**src/rtl/inst_encode_loader_if.sv**
```systemverilog
// Request/write bus of inst_encode_loader.
// The master side drives instruction fields over a valid/ready handshake.
// The slave side returns ready and drives the instruction-memory write port.
interface inst_encode_loader_if #(
    parameter int ADDR_W = 32
) ();
    logic              in_valid;
    logic              in_ready;
    logic [1:0]        fmt;
    logic [5:0]        opcode;
    logic [4:0]        rs;
    logic [4:0]        rt;
    logic [4:0]        rd;
    logic [4:0]        shamt;
    logic [5:0]        funct;
    logic [15:0]       imm16;
    logic [25:0]       target26;
    logic              imem_we;
    logic [ADDR_W-1:0] imem_addr;
    logic [31:0]       imem_wdata;

    modport master (
        output in_valid, fmt, opcode, rs, rt, rd, shamt, funct, imm16, target26,
        input  in_ready, imem_we, imem_addr, imem_wdata
    );

    modport slave (
        input  in_valid, fmt, opcode, rs, rt, rd, shamt, funct, imm16, target26,
        output in_ready, imem_we, imem_addr, imem_wdata
    );
endinterface

```
**src/rtl/inst_encode_loader.sv**
```systemverilog
// inst_encode_loader: encodes MIPS R/I/J/NOP requests into 32-bit words and
// writes them to instruction memory at consecutive word addresses, one write
// per accepted request, one cycle after acceptance.
// Optional feature macro: INST_LEGAL_CHECK_EN -- when defined, requests outside
// the decoder-supported set are consumed without a write and err_illegal pulses.
module inst_encode_loader #(
    parameter int                DEPTH     = 16,
    parameter int                ADDR_W    = 32,
    parameter logic [ADDR_W-1:0] BASE_ADDR = '0
) (
    input  logic                         clk,
    input  logic                         rst_n,
    input  logic                         start,
    input  logic                         finish,
    inst_encode_loader_if.slave          bus,
    output logic [$clog2(DEPTH+1)-1:0]   count,
    output logic                         full,
    output logic                         done,
    output logic                         err_illegal
);
    localparam int               CNT_W   = $clog2(DEPTH + 1);
    localparam logic [CNT_W-1:0] DEPTH_C = CNT_W'(DEPTH);

    typedef enum logic [1:0] {
        ST_IDLE,
        ST_LOAD,
        ST_FULL
    } state_e;

    state_e            state_q, state_d;
    logic [CNT_W-1:0]  count_q, count_d;
    logic [ADDR_W-1:0] waddr_q, waddr_d;   // address of the next word to write
    logic [ADDR_W-1:0] addr_q, addr_d;     // address presented with the strobe
    logic [31:0]       wdata_q, wdata_d;
    logic              we_q, we_d;
    logic              full_q, full_d;
    logic              done_q, done_d;
    logic              err_q, err_d;
    logic              in_ready;
    logic              accept;
    logic              legal;

    function automatic logic [31:0] encode(
        input logic [1:0]  fmt,
        input logic [5:0]  opcode,
        input logic [4:0]  rs,
        input logic [4:0]  rt,
        input logic [4:0]  rd,
        input logic [4:0]  shamt,
        input logic [5:0]  funct,
        input logic [15:0] imm16,
        input logic [25:0] target26
    );
        logic [31:0] word;
        unique case (fmt)
            2'b00:   word = {6'b000000, rs, rt, rd, shamt, funct};
            2'b01:   word = {opcode, rs, rt, imm16};
            2'b10:   word = {opcode, target26};
            default: word = 32'h0000_0000;
        endcase
        return word;
    endfunction

`ifdef INST_LEGAL_CHECK_EN
    // Mirrors the opcode set that main_decoder understands.
    function automatic logic is_legal(
        input logic [1:0] fmt,
        input logic [5:0] opcode,
        input logic [4:0] rs,
        input logic [4:0] rt
    );
        logic ok;
        ok = 1'b1;
        unique case (fmt)
            2'b01: begin
                case (opcode)
                    6'b001100, 6'b001101, 6'b001110, 6'b001111,      // ANDI ORI XORI LUI
                    6'b001000, 6'b001001, 6'b001010, 6'b001011,      // ADDI ADDIU SLTI SLTIU
                    6'b100000, 6'b100100, 6'b100001, 6'b100101,      // LB LBU LH LHU
                    6'b100011, 6'b101000, 6'b101001, 6'b101011,      // LW SB SH SW
                    6'b000100, 6'b000101, 6'b000111, 6'b000110:      // BEQ BNE BGTZ BLEZ
                        ok = 1'b1;
                    6'b000001: ok = (rt == 5'b00000) || (rt == 5'b00001) ||
                                    (rt == 5'b10000) || (rt == 5'b10001);   // REGIMM
                    6'b010000: ok = (rs == 5'b00000) || (rs == 5'b00100);   // COP0
                    default:   ok = 1'b0;
                endcase
            end
            2'b10:   ok = (opcode == 6'b000010) || (opcode == 6'b000011);
            default: ok = 1'b1;
        endcase
        return ok;
    endfunction
`endif

    // Next-state and next-output computation for the load session.
    always_comb begin
        // NOTE: every variable gets a default first so no path leaves one unassigned and infers a latch.
        state_d = state_q;
        count_d = count_q;
        waddr_d = waddr_q;
        addr_d  = addr_q;
        wdata_d = wdata_q;
        we_d    = 1'b0;
        done_d  = 1'b0;
        err_d   = 1'b0;

        in_ready = (state_q == ST_LOAD) && !full_q && !start && !finish;
        accept   = bus.in_valid && in_ready;
`ifdef INST_LEGAL_CHECK_EN
        legal    = is_legal(bus.fmt, bus.opcode, bus.rs, bus.rt);
`else
        legal    = 1'b1;
`endif

        if (start) begin
            state_d = ST_LOAD;
            count_d = '0;
            waddr_d = BASE_ADDR;
            addr_d  = BASE_ADDR;
        end else if (finish) begin
            state_d = ST_IDLE;
            done_d  = 1'b1;
        end else if (accept) begin
            if (legal) begin
                we_d    = 1'b1;
                addr_d  = waddr_q;
                wdata_d = encode(bus.fmt, bus.opcode, bus.rs, bus.rt, bus.rd,
                                 bus.shamt, bus.funct, bus.imm16, bus.target26);
                waddr_d = waddr_q + ADDR_W'(4);
                count_d = count_q + CNT_W'(1);
                if (count_d == DEPTH_C) begin
                    state_d = ST_FULL;
                end
            end else begin
                err_d = 1'b1;
            end
        end

        full_d = (count_d == DEPTH_C);
    end

    // Session state and registered outputs; reset drops any pending write.
    always_ff @(posedge clk) begin
        // NOTE: reset is sampled on the clock edge, so it sits inside the clocked block's body only.
        if (!rst_n) begin
            state_q <= ST_IDLE;
            count_q <= '0;
            waddr_q <= BASE_ADDR;
            addr_q  <= BASE_ADDR;
            wdata_q <= '0;
            we_q    <= 1'b0;
            full_q  <= 1'b0;
            done_q  <= 1'b0;
            err_q   <= 1'b0;
        end else begin
            // NOTE: non-blocking assignments so every flop samples the pre-edge values.
            state_q <= state_d;
            count_q <= count_d;
            waddr_q <= waddr_d;
            addr_q  <= addr_d;
            wdata_q <= wdata_d;
            we_q    <= we_d;
            full_q  <= full_d;
            done_q  <= done_d;
            err_q   <= err_d;
        end
    end

    assign bus.in_ready   = in_ready;
    assign bus.imem_we    = we_q;
    assign bus.imem_addr  = addr_q;
    assign bus.imem_wdata = wdata_q;
    assign count          = count_q;
    assign full           = full_q;
    assign done           = done_q;
    assign err_illegal    = err_q;
endmodule
```
**src/flat_wrapper.sv**
```systemverilog
// flat-port wrapper written by rule: the top's interface ports become plain ports
module inst_encode_loader_flat 
#(
    parameter int                DEPTH     = 16,
    parameter int                ADDR_W    = 32,
    parameter logic [ADDR_W-1:0] BASE_ADDR = '0
)
  (clk, rst_n, start, finish, count, full, done, err_illegal, bus_in_valid, bus_fmt, bus_opcode, bus_rs, bus_rt, bus_rd, bus_shamt, bus_funct, bus_imm16, bus_target26, bus_in_ready, bus_imem_we, bus_imem_addr, bus_imem_wdata);
  inst_encode_loader_if #(.ADDR_W(ADDR_W)) bus_i ();
  input  logic clk;
  input  logic rst_n;
  input  logic start;
  input  logic finish;
  output logic [$clog2(DEPTH+1)-1:0] count;
  output logic full;
  output logic done;
  output logic err_illegal;
  input wire logic [$bits(bus_i.in_valid)-1:0] bus_in_valid;
  input wire logic [$bits(bus_i.fmt)-1:0] bus_fmt;
  input wire logic [$bits(bus_i.opcode)-1:0] bus_opcode;
  input wire logic [$bits(bus_i.rs)-1:0] bus_rs;
  input wire logic [$bits(bus_i.rt)-1:0] bus_rt;
  input wire logic [$bits(bus_i.rd)-1:0] bus_rd;
  input wire logic [$bits(bus_i.shamt)-1:0] bus_shamt;
  input wire logic [$bits(bus_i.funct)-1:0] bus_funct;
  input wire logic [$bits(bus_i.imm16)-1:0] bus_imm16;
  input wire logic [$bits(bus_i.target26)-1:0] bus_target26;
  output wire logic [$bits(bus_i.in_ready)-1:0] bus_in_ready;
  output wire logic [$bits(bus_i.imem_we)-1:0] bus_imem_we;
  output wire logic [$bits(bus_i.imem_addr)-1:0] bus_imem_addr;
  output wire logic [$bits(bus_i.imem_wdata)-1:0] bus_imem_wdata;
  assign bus_i.in_valid = bus_in_valid;
  assign bus_i.fmt = bus_fmt;
  assign bus_i.opcode = bus_opcode;
  assign bus_i.rs = bus_rs;
  assign bus_i.rt = bus_rt;
  assign bus_i.rd = bus_rd;
  assign bus_i.shamt = bus_shamt;
  assign bus_i.funct = bus_funct;
  assign bus_i.imm16 = bus_imm16;
  assign bus_i.target26 = bus_target26;
  assign bus_in_ready = bus_i.in_ready;
  assign bus_imem_we = bus_i.imem_we;
  assign bus_imem_addr = bus_i.imem_addr;
  assign bus_imem_wdata = bus_i.imem_wdata;
  inst_encode_loader #(.DEPTH(DEPTH), .ADDR_W(ADDR_W), .BASE_ADDR(BASE_ADDR)) u_core (.clk(clk), .rst_n(rst_n), .start(start), .finish(finish), .bus(bus_i), .count(count), .full(full), .done(done), .err_illegal(err_illegal));
endmodule
```
**config.mk**
```make
export PLATFORM = sky130hd
export DESIGN_NAME = inst_encode_loader_flat
export DESIGN_NICKNAME = d
export VERILOG_FILES = /design/src/rtl/inst_encode_loader_if.sv /design/src/rtl/inst_encode_loader.sv /design/src/flat_wrapper.sv
export SDC_FILE = /design/constraint.sdc
export NUM_CORES = 1
export LEC_CHECK = 0
export CAP_MARGIN = 0
export CORE_MARGIN = 2
export CORE_UTILIZATION = 55
export CTS_CLUSTER_DIAMETER = 200
export DETAILED_ROUTE_END_ITERATION = 16
export DONT_BUFFER_PORTS = 1
export GPL_TIMING_DRIVEN = 0
export PLACE_DENSITY = 0.81
export SETUP_SLACK_MARGIN = 0.2
export SYNTH_ARGS = -nofsm -noshare
export SYNTH_HDL_FRONTEND = slang
export SYNTH_SLANG_ARGS = --single-unit
```
**constraint.sdc**
```tcl
create_clock -name clk -period 4.5 [get_ports clk]
set_input_delay 0.675 -clock clk [delete_from_list [all_inputs] [get_ports clk]]
set_output_delay 0.675 -clock clk [all_outputs]
set_load 0.01 [all_outputs]
```
# Word-level counts from Yosys, hierarchy flattened

Index checks and enable logic that the tools add are counted.

Register bits after elaboration: 106
Input bits: 81

Add/subtract/negate cells: 2
Eq/ne operators: 5
Muxes and demuxes: 10
Bitwise logic cells: 3
Reductions and logical operators: 16

Operator list:

| operator                                                         | number |
|---|---|
| 32-bit case mux with 3 select lines                              | 1 |
| 32-bit by 3-bit adder with 32-bit output (second input constant) | 1 |
| 5-bit 2-to-1 mux                                                 | 3 |
| 5-bit == test (second input constant)                            | 2 |
| 1-bit 2-to-1 mux                                                 | 6 |
| 2-bit AND reduction                                              | 3 |
| 3-bit nonzero test                                               | 2 |
| 5-bit by 1-bit adder with 5-bit output (second input constant)   | 1 |
| 2-bit by 1-bit == test with 1-bit output (second input constant) | 2 |
| 1-bit logical AND                                                | 4 |
| 1-bit zero test                                                  | 3 |
| 1-bit NOT                                                        | 3 |
| 3-bit AND reduction                                              | 1 |
| 3-bit OR reduction                                               | 1 |
| 2-bit == test (second input constant)                            | 1 |
| 2-bit zero test                                                  | 1 |
| 2-bit OR reduction                                               | 1 |

# Longest topological paths before layout

Word-level depth: 9
Gate-level depth with buffers: 7

# Worst setup path before layout

OpenSTA, ideal clock, no wires.

Path type: input-to-reg
Start: input port bus_fmt[0]
End: register u_core.wdata_q[10] (netlist: u_core.bus.imem_wdata[10])
Arrival time: 1.969 ns
Required time: 4.384 ns
Path slack: 2.415 ns
Stages on the path: 5
Buffers on the path: 2
Cells stage by stage: buf_2 > buf_1 > mux2_2 > a221o_1 > o211a_1

Cells in the longest elaborated chain, start to end: 2
Elaborated cells on any way between the ends: 4
Classes of those cells: eq/ne (2); mux (1); reduce/logical (1)

RTL lines:

| item                                        | RTL line                  | source |
|---|---|---|
| start, declared                             | flat_wrapper.sv:19        | `input wire logic [$bits(bus_i.fmt)-1:0] bus_fmt;` |
| 2-bit == test, or another cell as far along | inst_encode_loader.sv:55  | `unique case (fmt)` |
| 32-bit case mux with 3 select lines *       | inst_encode_loader.sv:55  |  |
| end signal, assigned                        | inst_encode_loader.sv:162 | `wdata_q <= wdata_d;` |
| end, declared                               | inst_encode_loader.sv:34  | `logic [31:0] wdata_q, wdata_d;` |

Every way passes the cells marked *; elsewhere a longest branch is shown, timed or not.
A chain may end at the register's enable or synchronous reset.

# Final worst setup path

Start: register u_core.full_q (netlist: u_core.full)
End: register u_core.addr_q[26] (netlist: u_core.bus.imem_addr[26])

Cells in the longest elaborated chain, start to end: 6

RTL lines:

| item                                 | RTL line                  | source |
|---|---|---|
| start, declared                      | inst_encode_loader.sv:36  | `logic full_q, full_d;` |
| start signal, assigned               | inst_encode_loader.sv:164 | `full_q <= full_d;` |
| 1-bit zero test                      | inst_encode_loader.sv:108 | `in_ready = (state_q == ST_LOAD) && !full_q && !start && !finish;` |
| 1-bit logical AND (3 in series)      | inst_encode_loader.sv:108 |  |
| 1-bit logical AND                    | inst_encode_loader.sv:109 | `accept = bus.in_valid && in_ready;` |
| 2-bit AND reduction (no source line) | n/a                       |  |
| end signal, assigned                 | inst_encode_loader.sv:161 | `addr_q <= addr_d;` |
| end, declared                        | inst_encode_loader.sv:33  | `logic [ADDR_W-1:0] addr_q, addr_d;` |

Every way passes these cells.

==> results.md <==
- Largest net degree at the start of global routing: 16
- Per-cell routed wire length: 17.13 µm
- Clock Sink Count: roughly 100
- Max Fanout on Critical Path: 10
- Unrepaired setup endpoints after global routing: false
- CTS buffer count: 9
- Cell count after synthesis: 507
- Pleak: between 1.5 and 2 nW
- DIE WIDTH: around 95 µm
- Sequential-to-total area share from yosys stat: 0.4441
- Shortest period the worst path allows: around 2100 ps
- Clock network power share: 0.358
- Maximum root-to-sink buffer count: 2
- Setup Crit Path Kind: reg2reg
- Number of register bits inferred by synthesis: about 100
- Sequential share of power: 0.590
- Total of max-cap violations: 0
- Die area: 9108 µm²
- Port bufs: 0
- Number of DRC markers after the initial detailed-route iteration: 200
- Final worst path period share: 0.4725
- Post-synthesis cell area: 4598 µm²
- Final HPWL from detailed placement: roughly 8.1 mm
- Critical-path cell with the highest stage delay: sky130_fd_sc_hd__dfxtp_1
- Die height: ~95 µm
- Final Skew: about 8.6 ps
- Remaining max-slew budget at the tightest pin: 0.5148
- First-pass GRT wire length: approximately 17 mm
- Fraction of layout instances using a drive strength above 1: 0.1279
- Row count: 33
- Internal Dissipation: 0.001198 W
- Number of vias per cell: approximately 6
- Clock transition time at the flip-flop clock pins of the worst setup and hold paths: around 90 ps
- Fmax: between 400 and 500 MHz
- Setup TNS: 0 ps
- H-tree depth reported by CTS: 3
- Combinational power share: 0.052
- Core Region: around 8200 µm²
- Number of global-route vias before repair: 3,748
- Number of resized instances in the post-cts repair step: 0
- Switching portion of total power: 0.2305
- Total track usage: 0.2427
- Total wire length after detailed routing: between 10 and 15 mm
- Pins over their slew limit: 0
- Final-report setup violation count: 0
- Leading cell types in the layout, fill and taps excluded: sky130_fd_sc_hd__dfxtp_1, sky130_fd_sc_hd__nand2_1, sky130_fd_sc_hd__nor2_1
- Slowest cell delay on critical path: around 550 ps
- Status: finished, final reports clean
- Mean Syn Cell Area: roughly 9.1 µm²
- Type of element launching the critical path: flip-flop
- Drt first pass iters: 6
- Crit path DAT: ~2400 ps
- Number of distinct standard cells referenced by the synthesized netlist: 45
- Layout Utilization: 0.6016
- Number of nets in the finished design: ~600
- Hold buffers post-CTS: 0
- ANT nets after route: 0
- Maximum VDD drop: roughly 0.15 mV
- CTS Root Buffer Type: sky130_fd_sc_hd__clkbuf_8
- Class of the most critical hold timing path: in2reg
- YS warnings: 0
- Remaining DRCs: 0
- Diode insertion count for antenna repair: 0
- CTS tree: yes
- Final count of hold timing violations: 0
- Top-Level Pins: between 150 and 200
- Syn-to-layout area delta: 6.966%
- Grt ovf: 0
- WP buf/inv: 2
- Initial antenna violation count: 0
- Vias: approximately 3,800
- Areal power density over the cells: around 320 nW/µm²
- Required arrival time at the worst endpoint: 4790 ps
- Clock insertion delay at the later pin of the skew report: between 300 and 400 ps
- Total setup buffers inserted after CTS: 0
- Switching power: approximately 0.00036 W
- Routability-driven placement congestion ratio: between 0.8 and 0.9
- Cell family contributing the most delay on the critical path: buffers and inverters
- Total power draw: around 0.0016 W
- Effective utilization at floorplan: 0.5624
- Slew at the pin with the worst max-slew slack: between 700 and 800 ps
- Worst hold margin: approximately 430 ps
- Endpoint kind of the worst setup timing path: flip-flop
- Critical path, cell by cell: nor4b_4, nand2_1, clkbuf_1, clkbuf_1, nand2_1, a21oi_1
- Most common cell after layout, fill and taps aside: sky130_fd_sc_hd__dfxtp_1
kinds of logic (layout without fill, tap and decap cells):
group,count (synthesis),after routing,synth area share
simple gates,213,213,0.2490
flops,102,102,0.4441
compound gates,91,91,0.1472
buf+inv,47,62,0.04680
xor+xnor,34,34,0.06476
mux,16,16,0.03918
fa+ha+maj,3,3,0.008164
other cells,1,3,0.0008155
through the flow:
step                area, µm²  worst slack (ps)  instances
floorplan                4606              2415        509
global placement         4737              2149        614
detailed placement       4737              2134        614
CTS                      4918              2383        629
global route             4918              2201        629
finish                   4918              2374        629
cell type report:
class	instances	area [µm²]
Buffer	40	188.9
Tap cell	105	131.4
Inverter	7	26.28
Multi-Input combinational cell	360	2349
Clock inverter	3	46.29
Clock buffer	12	135.1
Sequential cell	102	2042
Fill cell	710	3257
synth_stat cells:
library cell | count | share of area
sky130_fd_sc_hd__nor4_2 | 16 | 0.044
sky130_fd_sc_hd__nor3b_1 | 12 | 0.020
sky130_fd_sc_hd__buf_2 | 10 | 0.011
sky130_fd_sc_hd__buf_4 | 5 | 0.0082
sky130_fd_sc_hd__a21boi_1 | 6 | 0.0098
sky130_fd_sc_hd__nor2_1 | 51 | 0.042
sky130_fd_sc_hd__o21a_1 | 1 | 0.0016
sky130_fd_sc_hd__buf_1 | 2 | 0.0016
sky130_fd_sc_hd__o31a_1 | 1 | 0.0019
sky130_fd_sc_hd__a21oi_1 | 35 | 0.038
sky130_fd_sc_hd__nand2_1 | 87 | 0.071
sky130_fd_sc_hd__dfxtp_1 | 102 | 0.44
sky130_fd_sc_hd__a221o_1 | 16 | 0.035
sky130_fd_sc_hd__and3_1 | 2 | 0.0027
sky130_fd_sc_hd__and4_1 | 3 | 0.0057
sky130_fd_sc_hd__ha_1 | 3 | 0.0082
sky130_fd_sc_hd__a221oi_1 | 10 | 0.019
sky130_fd_sc_hd__nor2b_1 | 1 | 0.0014
sky130_fd_sc_hd__inv_1 | 6 | 0.0049
sky130_fd_sc_hd__nand4_4 | 1 | 0.0046
sky130_fd_sc_hd__buf_6 | 1 | 0.0024
sky130_fd_sc_hd__o21ai_0 | 4 | 0.0044
sky130_fd_sc_hd__and2_1 | 1 | 0.0014
sky130_fd_sc_hd__conb_1 | 1 | 0.00082
sky130_fd_sc_hd__nand2b_1 | 2 | 0.0027
sky130_fd_sc_hd__mux2_2 | 16 | 0.039
sky130_fd_sc_hd__nand3b_1 | 1 | 0.0016
sky130_fd_sc_hd__or4b_4 | 1 | 0.0030
sky130_fd_sc_hd__nor4b_4 | 1 | 0.0052
sky130_fd_sc_hd__o211a_1 | 16 | 0.035
sky130_fd_sc_hd__a211oi_1 | 1 | 0.0016
sky130_fd_sc_hd__clkbuf_1 | 22 | 0.018
sky130_fd_sc_hd__nand3_1 | 17 | 0.019
sky130_fd_sc_hd__nor2_4 | 1 | 0.0024
sky130_fd_sc_hd__nand4_1 | 4 | 0.0054
sky130_fd_sc_hd__xnor2_1 | 26 | 0.050
sky130_fd_sc_hd__xor2_1 | 8 | 0.015
sky130_fd_sc_hd__or2_2 | 1 | 0.0014
sky130_fd_sc_hd__nor4b_2 | 1 | 0.0033
sky130_fd_sc_hd__o21ai_1 | 1 | 0.0011
sky130_fd_sc_hd__inv_2 | 1 | 0.00082
sky130_fd_sc_hd__or3_1 | 3 | 0.0041
sky130_fd_sc_hd__nor4_1 | 4 | 0.0054
sky130_fd_sc_hd__nor3_1 | 2 | 0.0022
sky130_fd_sc_hd__and4b_1 | 1 | 0.0022
final timing paths:
check	from	to	slack, ps	cells after the start
setup / recovery	u_core.full$_SDFF_PN0_	u_core.bus.imem_addr[26]$_SDFFE_PP0P_	2370	6
hold / removal	start	u_core.state_q[0]$_SDFFE_PN0P_	430	2
setup reg to reg	u_core.full$_SDFF_PN0_	u_core.bus.imem_addr[26]$_SDFFE_PP0P_	2370	6
hold reg to reg	u_core.waddr_q[31]$_SDFFE_PP0P_	u_core.bus.imem_addr[31]$_SDFFE_PP0P_	470	2
registers in the layout, summed over array words and instances (netlist names):
register,flops
u_core.count,5
u_core.done,1
u_core.bus.imem_we,1
u_core.bus.imem_wdata,32
u_core.state_q,2
u_core.bus.imem_addr,30
u_core.waddr_q,30
u_core.full,1
power by group through the flow:
| stage | clock [W] | combinational (W) | sequential (W) |
|---|---|---|---|
| after floorplan | 0 | 0.0000639 | 0.000939 |
| after global placement | 0 | 0.0000776 | 0.000940 |
| after detailed placement | 0 | 0.0000806 | 0.000941 |
| after CTS | 0.000567 | 0.0000808 | 0.000919 |
| after global routing | 0.000607 | 0.0000898 | 0.000921 |
| final | 0.000557 | 0.0000809 | 0.000919 |
routing by layer:
| metal | part of all wire | GRT usage | up-vias |
|---|---|---|---|
| li1 | - | - | 1797 |
| met1 | 0.41 | 0.2962 | 1820 |
| met2 | 0.49 | 0.4020 | 127 |
| met3 | 0.079 | 0.07115 | 18 |
| met4 | 0.019 | 0.09762 | 0 |
| met5 | 0 | 0 | - |
(Power assumes the default switching activity.)
